`config.mk`:
```
export PLATFORM = sky130hd
export DESIGN_NAME = matrix_input_serializer
export DESIGN_NICKNAME = d
export VERILOG_FILES = /design/src/rtl/matrix_input_serializer_pkg.sv /design/src/rtl/matrix_input_serializer_order_index.sv /design/src/rtl/matrix_input_serializer.sv
export SDC_FILE = /design/constraint.sdc
export NUM_CORES = 1
export LEC_CHECK = 0
export BUFFER_PORTS_ARGS = -buffer_cell sky130_fd_sc_hd__clkbuf_2
export CAP_MARGIN = 25
export CORE_MARGIN = 10
export CORE_UTILIZATION = 40
export CTS_CLUSTER_DIAMETER = 150
export CTS_CLUSTER_SIZE = 20
export DETAILED_ROUTE_END_ITERATION = 10
export GPL_TIMING_DRIVEN = 0
export SYNTH_ARGS = -nofsm -noshare
export SYNTH_HDL_FRONTEND = slang
export SYNTH_SLANG_ARGS = --single-unit
```
`constraint.sdc`:
```
create_clock -name clk -period 11.3 [get_ports clk]
set_input_delay 2.26 -clock clk [delete_from_list [all_inputs] [get_ports clk]]
set_output_delay 2.26 -clock clk [all_outputs]
set_load 0.1 [all_outputs]
```
`src/rtl/matrix_input_serializer_pkg.sv`:
```
// Shared constants and state type for the matrix input serializer.
package matrix_input_pkg;

    localparam int unsigned DATA_W = 16;
    localparam int unsigned N      = 4;
    localparam int unsigned NN     = N * N;
    localparam int unsigned IDX_W  = $clog2(NN);
    localparam int unsigned SUM_W  = DATA_W + IDX_W;

    typedef enum logic {
        IDLE,
        STREAM
    } state_t;

endpackage

```
`src/rtl/matrix_input_serializer_order_index.sv`:
```
// Maps the beat counter to a buffer index for row-major or column-major readout.
module matrix_order_index
    import matrix_input_pkg::*;
(
    input  logic [IDX_W-1:0] beat_i,
    input  logic             transpose_i,
    output logic [IDX_W-1:0] idx_o
);

    always_comb begin
        idx_o = beat_i;
        if (transpose_i) begin
            // beat c walks column c/N... reading element (row = c mod N, col = c / N)
            idx_o = IDX_W'((beat_i % IDX_W'(N)) * IDX_W'(N) + beat_i / IDX_W'(N));
        end
    end

endmodule

```
`src/rtl/matrix_input_serializer.sv`:
```
// Captures a 4x4 matrix in one transfer and streams it out one word per beat,
// with a running checksum that is qualified after the final word.
module matrix_input_serializer
    import matrix_input_pkg::*;
(
    input  logic                 clk,
    input  logic                 rst_n,
    input  logic                 in_valid,
    output logic                 in_ready,
    input  logic [NN*DATA_W-1:0] matrix_input,
    input  logic                 transpose,
    output logic [DATA_W-1:0]    matrix_output,
    output logic                 out_valid,
    input  logic                 out_ready,
    output logic                 out_last,
    output logic [IDX_W-1:0]     out_index,
    output logic [SUM_W-1:0]     checksum,
    output logic                 checksum_valid
);

    state_t              state_q, state_d;
    logic [IDX_W-1:0]    cnt_q, cnt_d;
    logic [SUM_W-1:0]    acc_q, acc_d;
    logic                tr_q, tr_d;
    logic                csv_q, csv_d;
    logic                load;
    logic [DATA_W-1:0]   buf_q [NN];
    logic [IDX_W-1:0]    buf_idx;
    logic [DATA_W-1:0]   cur_word;

    matrix_order_index u_order (
        .beat_i      (cnt_q),
        .transpose_i (tr_q),
        .idx_o       (buf_idx)
    );

    assign cur_word = buf_q[buf_idx];

    always_comb begin
        state_d = state_q;
        cnt_d   = cnt_q;
        acc_d   = acc_q;
        tr_d    = tr_q;
        csv_d   = 1'b0;
        load    = 1'b0;
        unique case (state_q)
            IDLE: begin
                if (in_valid) begin
                    state_d = STREAM;
                    load    = 1'b1;
                    cnt_d   = '0;
                    acc_d   = '0;
                    tr_d    = transpose;
                end
            end
            STREAM: begin
                if (out_ready) begin
                    acc_d = acc_q + SUM_W'(cur_word);
                    // counter wraps to 0 on the last beat, so IDLE shows index 0
                    cnt_d = cnt_q + IDX_W'(1);
                    if (cnt_q == IDX_W'(NN - 1)) begin
                        state_d = IDLE;
                        csv_d   = 1'b1;
                    end
                end
            end
            default: state_d = IDLE;
        endcase
    end

    always_ff @(posedge clk or negedge rst_n) begin
        if (!rst_n) begin
            state_q <= IDLE;
            cnt_q   <= '0;
            acc_q   <= '0;
            tr_q    <= 1'b0;
            csv_q   <= 1'b0;
        end else begin
            state_q <= state_d;
            cnt_q   <= cnt_d;
            acc_q   <= acc_d;
            tr_q    <= tr_d;
            csv_q   <= csv_d;
        end
    end

    always_ff @(posedge clk or negedge rst_n) begin
        if (!rst_n) begin
            for (int unsigned i = 0; i < NN; i++) begin
                buf_q[i] <= '0;
            end
        end else if (load) begin
            for (int unsigned i = 0; i < NN; i++) begin
                buf_q[i] <= matrix_input[i*DATA_W +: DATA_W];
            end
        end
    end

    // checksum tracks the accumulator; it is final once checksum_valid pulses
    assign in_ready       = (state_q == IDLE);
    assign out_valid      = (state_q == STREAM);
    assign out_last       = (state_q == STREAM) && (cnt_q == IDX_W'(NN - 1));
    assign out_index      = cnt_q;
    assign matrix_output  = cur_word;
    assign checksum       = acc_q;
    assign checksum_valid = csv_q;

endmodule

```
* Word-level counts from Yosys, hierarchy flattened
Cells that the tools add are included.
** Storage, ports and cells
- Flip-flop bits (word level) :: 283
- Bits in latches :: 0
- Memory bits (writable) :: 0
- Memory bits (read-only) :: 0
- Bits of input ports :: 261
- Output and inout bits :: 44
- Word-level logic and storage cells :: 51
- Memories kept :: 0
** Cells by class
- Add/sub/neg operators :: 3
- $mul :: 0
- Divide/modulo/power cells :: 0
- Order comparisons :: 1
- Equality and inequality tests :: 3
- Shift-type cells :: 0
- Mux-type cells :: 18
- Bitwise logic cells :: 2
- Reductions and logical operators :: 3
** Operators with widths (number)
- binary-select mux 16 bit (select 4 bit) :: 1
- two-way mux 20 bit :: 2
- one-hot mux 20 bit (2 select lines) :: 1
- two-way mux 16 bit :: 2
- adder 20 x 16 -> 20 bit :: 1
- two-way mux 4 bit :: 3
- one-hot mux 4 bit (2 select lines) :: 1
- two-way mux 1 bit :: 7
- >= comparator 5 bit, second input constant :: 1
- inverter 4 -> 5 bit :: 1
- adder 4 x 1 -> 4 bit, second input constant :: 1
- adder 4 x 2 -> 4 bit :: 1
- equality test 4 bit, second input constant :: 1
- != test 2 bit, second input constant :: 2
- AND reduction 2 bit :: 2
- one-hot mux 1 bit (2 select lines) :: 1
- logical AND 1 bit :: 1
- inverter 1 bit :: 1

* Longest topological paths before layout
Gate-level depths: netlist of the first run.
- Depth in word-level cells :: 9
- Depth in mapped cells :: 17
- Depth with buffers taken out :: 14

* Modules after synthesis
Synthesis of the first run repeated with hierarchy kept, for this count alone.
** Unflattened totals
- Cells, all modules :: 1383
- Area, all modules :: 13481.7 µm²
** Modules (own cells, without submodules)
- matrix_input_serializer :: instances 1, cells each 1379, area an instance 13436.6 µm², seq. area each 7081.8 µm²
- matrix_order_index :: instances 1, cells each 4, area an instance 45.0 µm², seq. area each 0.0 µm²

* Least setup slack after synthesis of the first run
Ideal clock, no wire load.
- Kind :: reg-to-output
- Start :: register cnt_q[0] (netlist: out_index[0])
- End :: output port matrix_output[3]
- Data arrival time :: 3808 ps
- Required time :: 9040 ps
- Path slack :: 5232 ps
- Stages on the path, launching flop included :: 8
- Path buffers :: 3
- Cell sequence :: dfrtp_1 > mux2i_1 > buf_6 > buf_12 > buf_6 > mux4_2 > nand2_1 > a31oi_1
** On the way
- Cells in the longest elaborated chain, start to end :: 6
** Ends and longest elaborated chain
- start: declaration :: line matrix_input_serializer.sv:22 : logic [IDX_W-1:0] cnt_q, cnt_d;
- start signal: assignment :: line matrix_input_serializer.sv:80 : cnt_q <= cnt_d;
- adder 4 x 2 -> 4 bit :: line matrix_input_serializer_order_index.sv:14 : idx_o = IDX_W'((beat_i % IDX_W'(N)) * IDX_W'(N) + beat_i / IDX_W'(N));
- two-way mux 4 bit (*) :: line matrix_input_serializer_order_index.sv:12 : if (transpose_i) begin
- inverter 4 -> 5 bit (implied by the code) (*) :: line matrix_input_serializer.sv:37 : assign cur_word = buf_q[buf_idx];
- binary-select mux 16 bit (select 4 bit) (*) :: line matrix_input_serializer.sv:37
- two-way mux 16 bit (implied by the code) (*) (2 in a row) :: line matrix_input_serializer.sv:37
- end: declaration :: line matrix_input_serializer.sv:12 : output logic [DATA_W-1:0] matrix_output,
Every way passes the cells marked *; elsewhere a longest branch is shown, timed or not. The select of a mux whose other input is x is not followed.

* Worst setup path after layout of the first run
- Start :: register cnt_q[3] (netlist: out_index[3])
- End :: output port matrix_output[11]
Same word-level chain as after synthesis.

==> impl_metrics.json, run 1 <==
{
  "rsz0062_at_grt": "false",
  "hpwl_um": 36800,
  "synth_flop_cell": "sky130_fd_sc_hd__dfrtp_1",
  "clock_skew_ns": 0.0265,
  "routabilityCongestion": 0.907,
  "detail_route.iter0.violations": 792,
  "tightest_slew_ns": 0.817,
  "numCtsBuffers": 18,
  "detail_route.vias_per_cell": 5.13,
  "cts_hold_repair.buffers": 0,
  "power.total_w": 0.00428,
  "p_int_w": 0.00216,
  "overflow_left_after_global_routing": 0,
  "drt_first_pass_iters": 7,
  "place.detailed.instances": 2224,
  "design.portCount": 305,
  "switchingPower_w": 0.00213,
  "worst_skew_pair.late_latency_ns": 0.52,
  "antenna_violations_before_repair": 1,
  "fp.coreArea_um2": 33500,
  "synth.yosys.warnings": 0,
  "crit_type": "flop to output pin",
  "via_count": 11500,
  "power.combinational.fraction": 0.547,
  "floorplan.die_area_um2": 41700,
  "average_cell_area_after_synthesis_um2": 9.23,
  "status": "completed",
  "final.setup.tns_ns": 0,
  "power.sequential.fraction": 0.299,
  "std_cell_rows": 67,
  "grt_max_degree": 113,
  "end_kind": "output pin",
  "postCtsResizedCells": 0,
  "cts_root_buf": "sky130_fd_sc_hd__clkbuf_16",
  "power.switching_fraction": 0.496,
  "floorplan.die.height_um": 204,
  "finalHoldViolCount": 0,
  "post_synth_instance_area_um2": 13600,
  "ant_nets": 0,
  "worstSetupStartpointType": "flop",
  "arrival_ns": 3.79,
  "p_clk_frac": 0.154,
  "min-delay-path-class": "flop to flop",
  "first_pass_grt_wire_length_um": 70800,
  "buffer_ports.inserted": 304,
  "synthesis.nets": 1751,
  "global_route.usage.total": 0.222,
  "count_of_clock_tree_sinks": 283,
  "fin_cells": 2244,
  "max_freq_mhz": 165,
  "clockBufferDepth": 3,
  "cts_tree": "built",
  "drv_slew": 0,
  "drt_drc_violations_left": 0,
  "worst_ir_drop_vdd_mv": 0.403,
  "initial_core_util": 0.405,
  "growth_of_design_area_from_synthesis_to_finish_pct": 19.5,
  "proportion_of_layout_cells_with_a_drive_suffix_above_1": 0.231,
  "synth-async-reset-ratio": 1.00,
  "synth_seq_cells": 283,
  "maxCapViolCount": 0,
  "routed_wirelength_um": 47100,
  "cts_max_level": 1,
  "timing.final.setup_violations": 0,
  "synth_enable_flop_cells": 0,
  "maxSlewHeadroom": 0.455,
  "synthDistinctLibCells": 45,
  "synth_seq_area_share": 0.522,
  "chipWidth_um": 204,
  "syn_inst": 1470,
  "worstPathRequired_ns": 9.04,
  "avgRoutedWirePerCell_um": 21.0,
  "number_of_global_route_vias_before_repair": 11900,
  "final_min_period_over_clock_period": 0.536,
  "antennaDiodeCount": 0,
  "power_dens_cells_nw_per_um2": 264,
  "post_cts.repair.setup_buffers": 0,
  "total_leakage_power_nw": 8.59,
  "clkTransAtPathRegs_ns": 0.09,
  "critical_path.max_fanout": 10,
  "finalCriticalPeriod_ns": 6.05,
  "number_of_nets_in_the_layout": 2077
}
cells in the final DEF (no fill, tap or decap), types with 9 or more instances in the layout:
cell type / netlist / layout
sky130_fd_sc_hd__ha_1: 19 / 19
sky130_fd_sc_hd__clkbuf_1: 70 / 70
sky130_fd_sc_hd__a31oi_1: 17 / 17
sky130_fd_sc_hd__nor2_1: 9 / 9
sky130_fd_sc_hd__o21ai_0: 24 / 24
sky130_fd_sc_hd__mux2i_1: 9 / 9
sky130_fd_sc_hd__a21oi_1: 21 / 21
sky130_fd_sc_hd__clkbuf_16: 0 / 19
sky130_fd_sc_hd__dfrtp_1: 283 / 283
sky130_fd_sc_hd__clkbuf_2: 0 / 303
sky130_fd_sc_hd__mux4_2: 58 / 58
sky130_fd_sc_hd__and2_1: 19 / 19
sky130_fd_sc_hd__nand2_1: 836 / 836
layout make-up:
cell class | instances | area, um^2
buffer | 89 | 429
clock buffer | 19 | 475
clock inverter | 1 | 20.0
fill | 3338 | 17300
inverter | 6 | 22.5
multi-input combinational | 1092 | 6040
sequential | 283 | 7080
tap | 448 | 561
timing repair buffer | 306 | 1590
cell families after synthesis:
logic type               Yosys count  share of synthesized area
AO/OA/AOI/OAI                     98                     0.0491
XOR/XNOR                          11                    0.00710
adder cells (fa/ha/maj)           20                     0.0190
buffers and inverters             95                     0.0333
flip-flops                       283                      0.522
multiplexers                      75                      0.116
AND/OR/NAND/NOR                  888                      0.253
synth_stat cells (2+ instances only):
master,number,area (um^2)
sky130_fd_sc_hd__and3_1,2,12.5
sky130_fd_sc_hd__o21bai_1,2,15.0
sky130_fd_sc_hd__o21ai_0,24,120
sky130_fd_sc_hd__a41oi_1,3,26.3
sky130_fd_sc_hd__a211oi_1,8,60.1
sky130_fd_sc_hd__dfrtp_1,283,7080
sky130_fd_sc_hd__nor3_1,2,10.0
sky130_fd_sc_hd__mux2i_1,9,90.1
sky130_fd_sc_hd__buf_2,3,15.0
sky130_fd_sc_hd__nand2_1,836,3140
sky130_fd_sc_hd__a22o_1,2,17.5
sky130_fd_sc_hd__xor2_1,7,61.3
sky130_fd_sc_hd__inv_1,6,22.5
sky130_fd_sc_hd__buf_6,8,90.1
sky130_fd_sc_hd__nand3_1,6,30.0
sky130_fd_sc_hd__o211ai_1,2,15.0
sky130_fd_sc_hd__mux4_2,58,1310
sky130_fd_sc_hd__or3_2,2,15.0
sky130_fd_sc_hd__mux4_1,6,158
sky130_fd_sc_hd__nor2_1,9,33.8
sky130_fd_sc_hd__a21o_1,4,30.0
sky130_fd_sc_hd__xnor2_1,4,35.0
sky130_fd_sc_hd__buf_1,3,11.3
sky130_fd_sc_hd__and2_1,19,119
sky130_fd_sc_hd__nand4_1,7,43.8
sky130_fd_sc_hd__buf_4,4,30.0
sky130_fd_sc_hd__o31a_1,2,17.5
sky130_fd_sc_hd__a31oi_1,17,106
sky130_fd_sc_hd__a21oi_1,21,105
sky130_fd_sc_hd__clkbuf_1,70,263
sky130_fd_sc_hd__a211oi_2,8,100
sky130_fd_sc_hd__nor2b_1,2,12.5
sky130_fd_sc_hd__ha_1,19,238
critical path, cell delays in order (launching register included):
cell,delay [ns]
sky130_fd_sc_hd__dfrtp_1,0.50
sky130_fd_sc_hd__mux2i_2,0.67
sky130_fd_sc_hd__buf_2,0.44
sky130_fd_sc_hd__mux4_2,0.41
sky130_fd_sc_hd__a211oi_1,0.56
sky130_fd_sc_hd__a31oi_1,0.23
sky130_fd_sc_hd__clkbuf_2,0.45
path summary, 6_finish.rpt:
| kind | cells after the start | slack, ns | endpoint | from |
|---|---|---|---|---|
| max | 6 | 5.25 | matrix_output[11] | out_index[3] |
| min | 2 | 0.47 | buf_q[107] | buf_q[107] |
| max reg2reg | 11 | 6.60 | checksum[13] | out_index[3] |
| min reg2reg | 2 | 0.47 | buf_q[107] | buf_q[107] |
| max in group asynchronous | 3 | 8.06 | buf_q[41] | rst_n |
| min in group asynchronous | 1 | 1.82 | buf_q[197] | rst_n |
per-stage QoR:
| stage | utilization | cell area (um^2) | hold slack [ns] | setup slack, ns |
|---|---|---|---|---|
| 2_1_floorplan | - | 13600 | 0.437 | 5.23 |
| 3_3_place_gp | 0.467 | 15700 | 0.451 | 1.90 |
| 3_5_place_dp | 0.469 | 15700 | 0.456 | 5.81 |
| 4_1_cts | 0.483 | 16200 | 0.474 | 5.25 |
| 5_1_grt | 0.483 | 16200 | 0.498 | 5.17 |
| 6_report | 0.483 | 16200 | 0.473 | 5.25 |
registers in the layout, summed over array words and instances (netlist names):
register,flops
buf_q,256
checksum,20
checksum_valid,1
out_index,4
out_valid,1
tr_q,1
per-layer routing:
| metal | GRT usage | part of all wire |
|---|---|---|
| met1 | 0.307 | 0.44 |
| met2 | 0.349 | 0.46 |
| met3 | 0.0437 | 0.071 |
| met4 | 0.0614 | 0.028 |
| met5 | 0 | 0.00042 |
power by group through the flow:
| stage | Clock (W) | Combinational, W | Sequential (W) |
|---|---|---|---|
| 2_1_floorplan | 0 | 0.00147 | 0.00156 |
| 3_5_place_dp | 0 | 0.00233 | 0.00130 |
| 5_1_grt | 0.000705 | 0.00249 | 0.00130 |
| 3_3_place_gp | 0 | 0.00230 | 0.00129 |
| 4_1_cts | 0.000675 | 0.00234 | 0.00128 |
| 6_report | 0.000658 | 0.00234 | 0.00128 |
Power figures use the tool's default switching activity.
==> inputs of run 2 (changes only) <==
--- a/config.mk
+++ b/config.mk
@@ -5,6 +5,7 @@
 export SDC_FILE = /design/constraint.sdc
 export NUM_CORES = 1
 export LEC_CHECK = 0
+export ABC_AREA = 1
 export BUFFER_PORTS_ARGS = -buffer_cell sky130_fd_sc_hd__clkbuf_2
 export CAP_MARGIN = 25
 export CORE_MARGIN = 10
==> constraint.sdc (replaced) <==
create_clock -name clk -period 5.7 [get_ports clk]
set_input_delay 1.14 -clock clk [delete_from_list [all_inputs] [get_ports clk]]
set_output_delay 1.14 -clock clk [all_outputs]
set_load 0.1 [all_outputs]
==> run 2 against run 1 <==
Net effect:
- die area up 6.6%
- critical path depth up 2
- final cell count up 24%
- non-clock buffer count up 34
- global-route usage up 2.0 points
- synthesized area up 7.3%
- routed wire length up 15%
- critical endpoint is now matrix_output[2]
- synthesized cell count up 36%
- sequential share of layout area down 2.5 points
- sequential cell count unchanged
- clock-buffer cell count down 1
==> impl_metrics.json, run 2 <==
{
  "status": "completed",
  "synthesis.nets": 2278,
  "final_cell_mix": "sky130_fd_sc_hd__nand2_1 (1049), sky130_fd_sc_hd__nand3_1 (372), sky130_fd_sc_hd__clkbuf_2 (303)",
  "numCtsBuffers": 18,
  "buffer_ports.inserted": 304,
  "total_non_filler_cell_area_in_the_finished_layout_um2": 17200,
  "crit_type": "flop to output pin",
  "worst_r2r_end": "checksum[12]",
  "routabilityCongestion": 0.910,
  "overflow_left_after_global_routing": 0,
  "final_common_cell": "sky130_fd_sc_hd__nand2_1",
  "proportion_of_layout_cells_with_a_drive_suffix_above_1": 0.185,
  "rsz0062_at_grt": "false",
  "clkTransAtPathRegs_ns": 0.09,
  "chipWidth_um": 211,
  "final.setup.tns_ns": 0,
  "number_of_global_route_vias_before_repair": 14600,
  "number_of_nets_in_the_layout": 2604,
  "ant_nets": 0,
  "clockBufferDepth": 3,
  "maxCapViolCount": 0,
  "average_cell_area_after_synthesis_um2": 7.29,
  "worstSetupStartpointType": "flop",
  "postCtsResizedCells": 0,
  "routed_wirelength_um": 54200,
  "finalHoldViolCount": 0,
  "cts_root_buf": "sky130_fd_sc_hd__clkbuf_16",
  "finalCriticalPeriod_ns": 4.12,
  "grt_max_degree": 114,
  "hp-start": "buf_q[28]",
  "holdPathEnd": "buf_q[28]",
  "synth_flop_cell": "sky130_fd_sc_hd__dfrtp_1",
  "cts_max_level": 1,
  "synthTopCellsByArea": "sky130_fd_sc_hd__dfrtp_1 (49%), sky130_fd_sc_hd__nand2_1 (27%), sky130_fd_sc_hd__nand3_1 (13%), sky130_fd_sc_hd__buf_2 (1.9%), sky130_fd_sc_hd__ha_1 (1.6%)",
  "first_pass_grt_wire_length_um": 83300,
  "reg2regPathDepth": 21,
  "count_of_clock_tree_sinks": 283,
  "min-delay-path-class": "flop to flop",
  "hpwl_um": 42500,
  "synth_largest_type_area_fraction": 0.486,
  "worstPathRequired_ns": 4.56,
  "fillers": 3698,
  "critical_path.max_fanout": 10,
  "floorplan.die.height_um": 211,
  "synth_seq_area_share": 0.486,
  "cts_hold_repair.buffers": 0,
  "largest-register": "buf_q",
  "drt_drc_violations_left": 0,
  "floorplan.die_area_um2": 44400,
  "antenna_violations_before_repair": 1,
  "synth.most_common_cell": "sky130_fd_sc_hd__nand2_1",
  "initial_core_util": 0.408,
  "largest_register_ffs": 256,
  "synth-async-reset-ratio": 1.00,
  "worst_skew_pair.late_latency_ns": 0.53,
  "arrival_ns": 2.98,
  "synth_seq_cells": 283,
  "timing.final.setup_violations": 0,
  "via_count": 14200,
  "synth.yosys.warnings": 0,
  "max_freq_mhz": 242,
  "post_synth_instance_area_um2": 14600,
  "syn_inst": 1997,
  "end_kind": "output pin",
  "maxSlewHeadroom": 0.517,
  "detail_route.iter0.violations": 1306,
  "synthTopCellsByCount": "sky130_fd_sc_hd__nand2_1 (1049), sky130_fd_sc_hd__nand3_1 (372), sky130_fd_sc_hd__dfrtp_1 (283)",
  "drv_slew": 0,
  "drt_first_pass_iters": 6,
  "synthDistinctLibCells": 28,
  "detail_route.vias_per_cell": 5.11,
  "worst_hold_path.num_cells": 2,
  "avgRoutedWirePerCell_um": 19.4,
  "growth_of_design_area_from_synthesis_to_finish_pct": 18.2,
  "global_route.usage.total": 0.241,
  "synth_enable_flop_cells": 0,
  "final_min_period_over_clock_period": 0.723,
  "critical_path.reg2reg.startpoint": "tr_q",
  "post_cts.repair.setup_buffers": 0,
  "place_area_um2": 16700,
  "std_cell_rows": 69,
  "fp.coreArea_um2": 35700,
  "clock_skew_ns": 0.0318,
  "cts_tree": "built",
  "design.portCount": 305,
  "tightest_slew_ns": 0.725,
  "timing.reg2reg.setup_slack_ns": 2.05,
  "synth_top_area_cell": "sky130_fd_sc_hd__dfrtp_1"
}
run 2: cell type report:
cell class | instances | area [um^2] | area share
clock buffers | 18 | 450 | 0.0262
clock inverters | 2 | 36.3 | 0.00211
inverters | 57 | 214 | 0.0124
plain buffers | 123 | 727 | 0.0422
diodes | 1 | 2.50 | 0.000145
well taps | 461 | 577 | 0.0335
multi-input cells | 1534 | 6540 | 0.380
flip-flops and latches | 283 | 7080 | 0.411
repair buffers | 306 | 1590 | 0.0921
run 2: how the worst max path moves through the flow:
stage                 startpoint                 to  slack (ns)  cells past startpoint
global placement           rst_n          buf_q[27]       -2.63                      1
finish              out_index[3]   matrix_output[2]        1.58                      8
CTS                         tr_q  matrix_output[12]        1.63                     12
global route        out_index[3]  matrix_output[11]        1.43                      7
detailed placement          tr_q       checksum[16]        2.14                     21
floorplan              out_valid           out_last        1.46                      2
run 2: worst max-delay path: stages, from the launching register on:
cell and delay [ns]:
sky130_fd_sc_hd__dfrtp_1 0.48, sky130_fd_sc_hd__inv_1 0.09, sky130_fd_sc_hd__o21ai_2 0.47, sky130_fd_sc_hd__inv_1 0.25, sky130_fd_sc_hd__clkbuf_1 0.29, sky130_fd_sc_hd__nand3_1 0.18, sky130_fd_sc_hd__nand2_1 0.11, sky130_fd_sc_hd__inv_1 0.11
sky130_fd_sc_hd__clkbuf_2 0.46
run 2: per-stage QoR:
step | hold slack [ns] | instances | worst slack [ns] | utilization
5_1_grt | 0.507 | 2785 | 1.43 | 0.482
4_1_cts | 0.487 | 2784 | 1.63 | 0.482
3_5_place_dp | 0.465 | 2764 | 2.14 | 0.468
2_1_floorplan | 0.449 | 1997 | 1.46 | -
3_3_place_gp | 0.462 | 2762 | -2.63 | 0.466
6_report | 0.483 | 2785 | 1.58 | 0.482
run 2: cell families after synthesis:
group                      synth area share
DFF                                   0.486
adders and majority gates            0.0177
buffers and inverters                0.0646
and+or+nand+nor                       0.416
AOI/OAI and AO/OA                    0.0156
run 2: metal layers:
metal / wire length [um] / GRT usage / up-vias
li1: - / - / 6954
met1: 23800 / 0.318 / 6704
met2: 24900 / 0.396 / 491
met3: 3820 / 0.0476 / 72
met4: 1620 / 0.0692 / 0
met5: 0 / 0 / -
Power of run 2 is not shown: default switching activity piles up to over one toggle a cycle in this logic, so the estimate is an artifact.
